--- src/rtl/fifo_drain.sv ---
// Read-side controller for the dual-clock fifo: pops a burst into a 2-entry skid
// buffer feeding a sink, and checks each word against the walking-ones stream.
module fifo_drain #(
  parameter int                    DATA_WIDTH = 32,
  parameter int                    BURST_W    = 8,
  parameter logic [DATA_WIDTH-1:0] CHECK_SEED = DATA_WIDTH'(1)
) (
  input  logic                  clock_out,
  input  logic                  rst_out,
  input  logic                  start,
  input  logic [BURST_W-1:0]    burst_len,
  input  logic [DATA_WIDTH-1:0] data_out,
  input  logic                  data_out_valid,
  output logic                  data_out_ack,
  output logic [DATA_WIDTH-1:0] sink_data,
  output logic                  sink_valid,
  input  logic                  sink_ready,
  output logic                  busy,
  output logic                  done,
  output logic [BURST_W-1:0]    pop_count,
  output logic                  mismatch,
  output logic [7:0]            mismatch_count
);

  // Handshakes: a word moves on a rising edge where valid and ack/ready are both
  // high; ack is driven from registered state only, never from data_out_valid.
  typedef enum logic [1:0] {S_IDLE, S_RUN, S_DRAIN, S_DONE} state_t;

  state_t                state_q, state_d;
  logic [BURST_W-1:0]    burst_q, burst_d;
  logic [BURST_W-1:0]    pop_count_q, pop_count_d;
  logic [DATA_WIDTH-1:0] expected_q, expected_d;
  logic                  mismatch_q, mismatch_d;
  logic [7:0]            mm_cnt_q, mm_cnt_d;
  logic [DATA_WIDTH-1:0] buf0_q, buf0_d, buf1_q, buf1_d;
  logic [1:0]            cnt_q, cnt_d;

  logic ack, pop, take, last_pop;

  assign ack      = (state_q == S_RUN) && (cnt_q != 2'd2);
  assign pop      = ack && data_out_valid;
  assign take     = (cnt_q != 2'd0) && sink_ready;
  assign last_pop = pop && ((pop_count_q + BURST_W'(1)) == burst_q);

  always_comb begin
    state_d     = state_q;
    burst_d     = burst_q;
    pop_count_d = pop_count_q;
    expected_d  = expected_q;
    mismatch_d  = mismatch_q;
    mm_cnt_d    = mm_cnt_q;
    case (state_q)
      S_IDLE: begin
        if (start) begin
          burst_d     = burst_len;
          pop_count_d = '0;
          mismatch_d  = 1'b0;
          mm_cnt_d    = '0;
          expected_d  = CHECK_SEED;
          state_d     = (burst_len == '0) ? S_DONE : S_RUN;
        end
      end
      S_RUN: begin
        if (pop) begin
          pop_count_d = pop_count_q + BURST_W'(1);
          // The expected pattern advances on every pop, matched or not.
          expected_d  = {expected_q[DATA_WIDTH-2:0], expected_q[DATA_WIDTH-1]};
          if (data_out != expected_q) begin
            mismatch_d = 1'b1;
            if (mm_cnt_q != 8'hFF) mm_cnt_d = mm_cnt_q + 8'd1;
          end
          if (last_pop) state_d = S_DRAIN;
        end
      end
      S_DRAIN: if (cnt_q == 2'd0) state_d = S_DONE;
      S_DONE:  state_d = S_IDLE;
      default: state_d = S_IDLE;
    endcase
  end

  always_comb begin
    buf0_d = buf0_q;
    buf1_d = buf1_q;
    cnt_d  = cnt_q;
    case ({pop, take})
      2'b11: begin
        // Count stays put; the new word lands behind whatever remains.
        if (cnt_q == 2'd1) begin
          buf0_d = data_out;
        end else begin
          buf0_d = buf1_q;
          buf1_d = data_out;
        end
      end
      2'b10: begin
        if (cnt_q == 2'd0) buf0_d = data_out;
        else               buf1_d = data_out;
        cnt_d = cnt_q + 2'd1;
      end
      2'b01: begin
        buf0_d = buf1_q;
        cnt_d  = cnt_q - 2'd1;
      end
      default: ;
    endcase
  end

  always_ff @(posedge clock_out or posedge rst_out) begin
    if (rst_out) begin
      state_q     <= S_IDLE;
      burst_q     <= '0;
      pop_count_q <= '0;
      expected_q  <= CHECK_SEED;
      mismatch_q  <= 1'b0;
      mm_cnt_q    <= '0;
      buf0_q      <= '0;
      buf1_q      <= '0;
      cnt_q       <= '0;
    end else begin
      state_q     <= state_d;
      burst_q     <= burst_d;
      pop_count_q <= pop_count_d;
      expected_q  <= expected_d;
      mismatch_q  <= mismatch_d;
      mm_cnt_q    <= mm_cnt_d;
      buf0_q      <= buf0_d;
      buf1_q      <= buf1_d;
      cnt_q       <= cnt_d;
    end
  end

  assign data_out_ack   = ack;
  assign sink_data      = buf0_q;
  assign sink_valid     = (cnt_q != 2'd0);
  assign busy           = (state_q == S_RUN) || (state_q == S_DRAIN);
  assign done           = (state_q == S_DONE);
  assign pop_count      = pop_count_q;
  assign mismatch       = mismatch_q;
  assign mismatch_count = mm_cnt_q;

endmodule

--- config.mk ---
export PLATFORM = sky130hd
export DESIGN_NAME = fifo_drain
export DESIGN_NICKNAME = d
export VERILOG_FILES = /design/src/rtl/fifo_drain.sv
export SDC_FILE = /design/constraint.sdc
export NUM_CORES = 1
export LEC_CHECK = 0
export ABC_AREA = 0
export ABC_CLOCK_PERIOD_IN_PS = 11000
export CAP_MARGIN = 20
export CORE_ASPECT_RATIO = 2
export CORE_MARGIN = 2
export CORE_UTILIZATION = 35
export CTS_BUF_LIST = sky130_fd_sc_hd__clkbuf_4 sky130_fd_sc_hd__clkbuf_8
export DETAILED_ROUTE_END_ITERATION = 10
export GPL_ROUTABILITY_DRIVEN = 0
export PLACE_DENSITY = 0.64
export REMOVE_ABC_BUFFERS = 1
export SYNTH_ARGS = -nofsm -noshare
export SYNTH_HDL_FRONTEND = slang
export SYNTH_SLANG_ARGS = --single-unit
--- constraint.sdc ---
create_clock -name clock_out -period 11 [get_ports clock_out]
set_clock_uncertainty 0.1 [all_clocks]
set_input_delay 2.75 -clock clock_out [delete_from_list [all_inputs] [get_ports clock_out]]
set_output_delay 2.75 -clock clock_out [all_outputs]
set_load 0.005 [all_outputs]
== After elaboration in Yosys (flattened, before gate mapping) ==
Cells that the tools add are included.

* Add/subtract/negate cells: 4
* Eq/ne operators: 20
* Mux-type cells: 27
* Reductions and logical operators: 20

{| class="wikitable"
|+ Operators with widths
! operator !! count
|-
| 2-to-1 mux 32 bit || 6
|-
| one-hot mux 32 bit (2 select lines) || 2
|-
| one-hot mux 32 bit (3 select lines) || 1
|-
| 2-to-1 mux 8 bit || 5
|-
| inequality test 32 bit || 1
|-
| one-hot mux 8 bit (2 select lines) || 2
|-
| adder 8 x 1 -> 8 bit, second input constant || 2
|-
| inequality test 2 bit, second input constant || 8
|-
| 2-to-1 mux 2 bit || 5
|-
| equality test 2 bit, second input constant || 4
|-
| equality test 8 bit || 1
|-
| zero test 8 bit || 1
|-
| inequality test 8 bit, second input constant || 1
|-
| one-hot mux 2 bit (4 select lines) || 1
|-
| AND reduction 4 bit || 2
|-
| nonzero test 2 bit || 4
|-
| equality test 2 x 1 -> 1 bit, second input constant || 3
|-
| AND reduction 3 bit || 2
|-
| AND reduction 5 bit || 1
|-
| logical AND 1 bit || 4
|-
| zero test 2 bit || 2
|-
| inequality test 2 x 1 -> 1 bit, second input constant || 2
|-
| one-hot mux 2 bit (2 select lines) || 1
|-
| AND reduction 2 bit || 2
|-
| other kinds (6) || 8
|}

* Bits in registers: 125
* Bits of input ports: 45
* Logic and storage cells: 80

== Longest topological paths before layout ==
* Word-level depth: 7
* Depth in mapped cells: 11

== Worst setup path after synthesis ==
Ideal clock, no wire load.

* Kind: input-to-reg
* Start point: in data_out_valid
* End point: reg buf1_q[0]
* Arrival: 4303 ps
* Data required time: 10775 ps
* Path slack: 6472 ps
* Stages on the path: 8
* Path through: and3b_1 > buf_4 > ha_1 > clkbuf_1 > o21ai_0 > a21oi_1 > buf_2 > mux2_2

* Word-level cells in the longest chain between the ends: 4

{| class="wikitable"
|+ Ends and longest elaborated chain
! item !! line !! text
|-
| start: declaration || 13 || <nowiki>input logic data_out_valid,</nowiki>
|-
| logical AND 1 bit * || 41 || <nowiki>assign pop = ack && data_out_valid;</nowiki>
|-
| equality test 2 bit || 85 || <nowiki>case ({pop, take})</nowiki>
|-
| inequality test 2 bit (no source line) / nonzero test 2 bit (equally long branches) || -- ||
|-
| AND reduction 3 bit (no source line) || -- ||
|-
| end signal: assignment || 127 || <nowiki>buf1_q <= buf1_d;</nowiki>
|-
| end: declaration || 35 || <nowiki>logic [DATA_WIDTH-1:0] buf0_q, buf0_d, buf1_q, buf1_d;</nowiki>
|}

Mark *: on every way between the ends. The rest lies on a longest branch, timed or not.
A chain may end at the register's enable or synchronous reset.

== Worst setup path after layout ==
* Start point: reg state_q[1]
* End point: out data_out_ack

* Word-level cells in the longest chain between the ends: 2

{| class="wikitable"
|+ Ends and longest elaborated chain
! item !! line !! text
|-
| start: declaration || 29 || <nowiki>state_t state_q, state_d;</nowiki>
|-
| start signal: assignment || 120 || <nowiki>state_q <= state_d;</nowiki>
|-
| equality test 2 x 1 -> 1 bit || 40 || <nowiki>assign ack = (state_q == S_RUN) && (cnt_q != 2'd2);</nowiki>
|-
| logical AND 1 bit || 40 ||
|-
| end: declaration || 14 || <nowiki>output logic data_out_ack,</nowiki>
|}

Every way passes these cells.

==> summary.md <==
| Metric | Value |
|---|---|
| FILL cells | `1756` |
| Clock share of power | `19.9%` |
| Synth Cell Area | `0.00649 mm2` |
| Reg-to-reg critical path endpoint | `buf1_q[6]` |
| Crit path from | `state_q[1]` |
| TNS Setup | `0 ns` |
| Post-synth top cells | `124 x dfrtp_1, 40 x mux2_2, 35 x xor2_1` |
| Non-Filler Instances | `874` |
| First-pass GRT wire length | `26.4 mm` |
| GRT Util Overall | `17.1%` |
| R2R setup slack | `7.34 ns` |
| Comb pwr share | `46.1%` |
| Dpl cells | `839` |
| Post-synth top area share | `47.8%` |
| Arrival @ worst endpoint | `2.50 ns` |
| Vias | `4922` |
| CTS Buf Count | `17` |
| Top-count cell post-synth | `dfrtp_1` |
| Drt total wl | `16.2 mm` |
| Status | `finished clean` |
| Hold Fails Final Rpt | `0` |
| Synth Warn # | `0` |
| Cells along the critical path | `inv_1 -> ha_1 -> inv_1 -> nor2_1 -> clkdlybuf4s50_1` |
| Delay of the slowest cell on the worst path | `0.53 ns` |
| Post-synth EDFFs | `0` |
| Hold_sp | `sink_data[12]` |
| Primary FF master, synth | `dfrtp_1` |
| Ant. Diodes | `0` |
| DRC Markers | `0` |
| DP Wirelength | `11.1 mm` |
| Crit path top cell by count | `inv_1` |
| Clock Pin Slew Worst Setup and Hold Paths | `0.07 ns` |
| Count of different cell masters after synthesis | `50` |
| Worst-Skew Late Latency | `0.44 ns` |
| Period utilization | `48.7%` |
| Total power | `2.13 mW` |
| Power Dens Cells | `262 mW/mm2` |
| Slowest CP cell | `ha_1` |
| Final setup viols | `0` |
| Initial core utilization | `35.6%` |
| Fin nets | `704` |
| Least-Margin Pin Slew | `0.695 ns` |
| CP Buf/Inv Count | `3` |
| Initial antenna violation count | `0` |
| Ports | `98` |
| Worst setup EP type | `primary output` |
| Max-cap violations | `0` |
| Crit Path Max Fanout | `11` |
| Slew Viols, Final | `0` |
| Asr flop ratio synth | `100%` |
| Register bit count reported by yosys | `125` |
| Layout cells sized above 1 | `14.7%` |
| F_max | `187 MHz` |
| Drt wl/cell | `18.6 um` |
| Synthesized area per cell | `11.6 um2` |
| CTS Hold Bufs | `0` |
| Die H | `197 um` |
| CTS tree | `built` |
| Sw power | `0.784 mW` |
| Switching part of the total | `36.8%` |
| Rows | `70` |
| Starting DRT DRC Count | `214` |
| Slew HR | `53.7%` |
| Post-cts resize count | `0` |
| Post-synthesis sequential area ratio | `48.2%` |
| Vias in the first global route | `5242` |
| Critical path depth | `5` |
| Core footprint | `0.0182 mm2` |
| Worst hold path class | `reg -> reg` |
| Cell count after synthesis | `561` |
| End of the critical path | `data_out_ack` |
| R2R cell count | `9` |
| Synth area leaders | `dfrtp_1 48%, mux2_2 6.9%, mux2i_1 5.2%` |
| Crit-path leading delay family | `buffers and inverters` |
| Antenna-violating nets left | `0` |
| DRT Pass-1 Iters | `4` |
| CTS max path bufs | `2` |
| Power share of the sequential group | `34.0%` |
| Max IR drop VDD | `0.133 mV` |
| Pin count of the biggest net entering global routing | `84` |
| Crit path time final | `5.35 ns` |
| Area leader, netlist | `dfrtp_1` |
| Worst r2r src | `state_q[1]` |
| P_int | `1.34 mW` |
| Die ar. | `0.0197 mm2` |
| H-tree levels | `4` |
| WS Path Type | `reg -> out` |
| Vias per cell | `5.63` |
| Leak Pwr | `3.59 nW` |
| IO Port Bufs | `97` |
| RSZ-0062 raised after global routing | `no` |
| Layout area overhead | `25.1%` |
| # Post-CTS Setup Buffers | `0` |
| Worst Path Required | `8.15 ns` |
| Clk root buf | `clkbuf_8` |
| Clk sinks | `125` |
| Die X | `100 um` |
| Critical Path Start Type | `flip-flop` |
| GR Overflow Total | `0` |
[routing by layer]
metal  routed length [um]  vias to the layer above  share of wire (%)  GRT usage, %
li1                     -                     2302                  -             -
met1                 5900                     2473                 36          17.7
met2                 9300                      116                 57          32.0
met3                  583                       31                3.6          3.76
met4                  464                        0                2.9          8.07
met5                    0                        -                  0             0
[flip-flops by register name, indices dropped and copies added (netlist names)]
signal          count
expected_q         32
mismatch_count      8
burst_q             8
sink_data          32
pop_count           8
mismatch            1
cnt_q               2
state_q             2
buf1_q             32
[cell type report]
type	count	area [um2]	share of cell area (%)
multi-input cells	384	3170	39.0
flip-flops and latches	125	3130	38.5
repair buffers	107	1100	13.5
well taps	216	270	3.33
clock buffers	18	248	3.05
clock inverters	13	166	2.05
inverters	11	43.8	0.539
[stage by stage]
stage / setup WS [ns] / hold WS, ns / instance area [um2] / util [%]
2_1_floorplan: 4.79 / 0.373 / 6310 / -
3_3_place_gp: 5.14 / 0.358 / 7620 / 41.9
3_5_place_dp: 5.04 / 0.365 / 7620 / 41.9
4_1_cts: 5.52 / 0.383 / 8040 / 44.1
5_1_grt: 5.48 / 0.401 / 8120 / 44.6
6_report: 5.65 / 0.376 / 8120 / 44.6
[cells by family after synthesis]
group           Yosys count  synth area share [%]
simple gates             77                  6.42
fa+ha+maj                13                  2.51
compound gates          176                  21.3
xor+xnor                 44                  5.94
buf+inv                  52                  3.43
mux                      74                  12.2
flops                   125                  48.2
[worst min path at each step]
stage                    endpoint  slack [ns]  cells after the start
floorplan                cnt_q[0]        0.37                      1
global placement    sink_data[14]        0.36                      1
detailed placement   sink_data[0]        0.36                      1
CTS                 sink_data[12]        0.38                      1
global route        sink_data[12]        0.40                      1
finish              sink_data[12]        0.38                      1
[cells in the final DEF, fill, tap and decap left out, types with 11 or more instances in the layout]
cell             Yosys  layout
a221oi_1            32      32
a22o_1              32      32
a21o_1              34      34
o21ai_0             21      21
clkdlybuf4s50_1      0      97
dfrtp_1            124     124
clkbuf_8             1      18
mux2i_1             34      34
a211oi_1            32      32
ha_1                13      11
mux2_2              40      40
nand2_1             20      20
xor2_1              35      35
[worst reg2reg max path: cells and delay by family, from the launching register on]
kind | cells | cell delay (ns)
multiplexers | 1 | 0.35
AO/OA/AOI/OAI | 2 | 0.80
flip-flops | 1 | 0.40
buffers and inverters | 3 | 0.71
adder cells (fa/ha/maj) | 2 | 0.74
AND/OR/NAND/NOR | 1 | 0.44
[power by group through the flow]
stage               sequential, mW  clock [mW]  combinational (mW)
finish                       0.724       0.423               0.982
global route                 0.747       0.458                1.08
CTS                          0.725       0.436               0.983
detailed placement           0.733           0               0.979
global placement             0.725           0               0.947
floorplan                    0.716           0               0.633
Note: power is estimated with default switching activity, not from simulation.
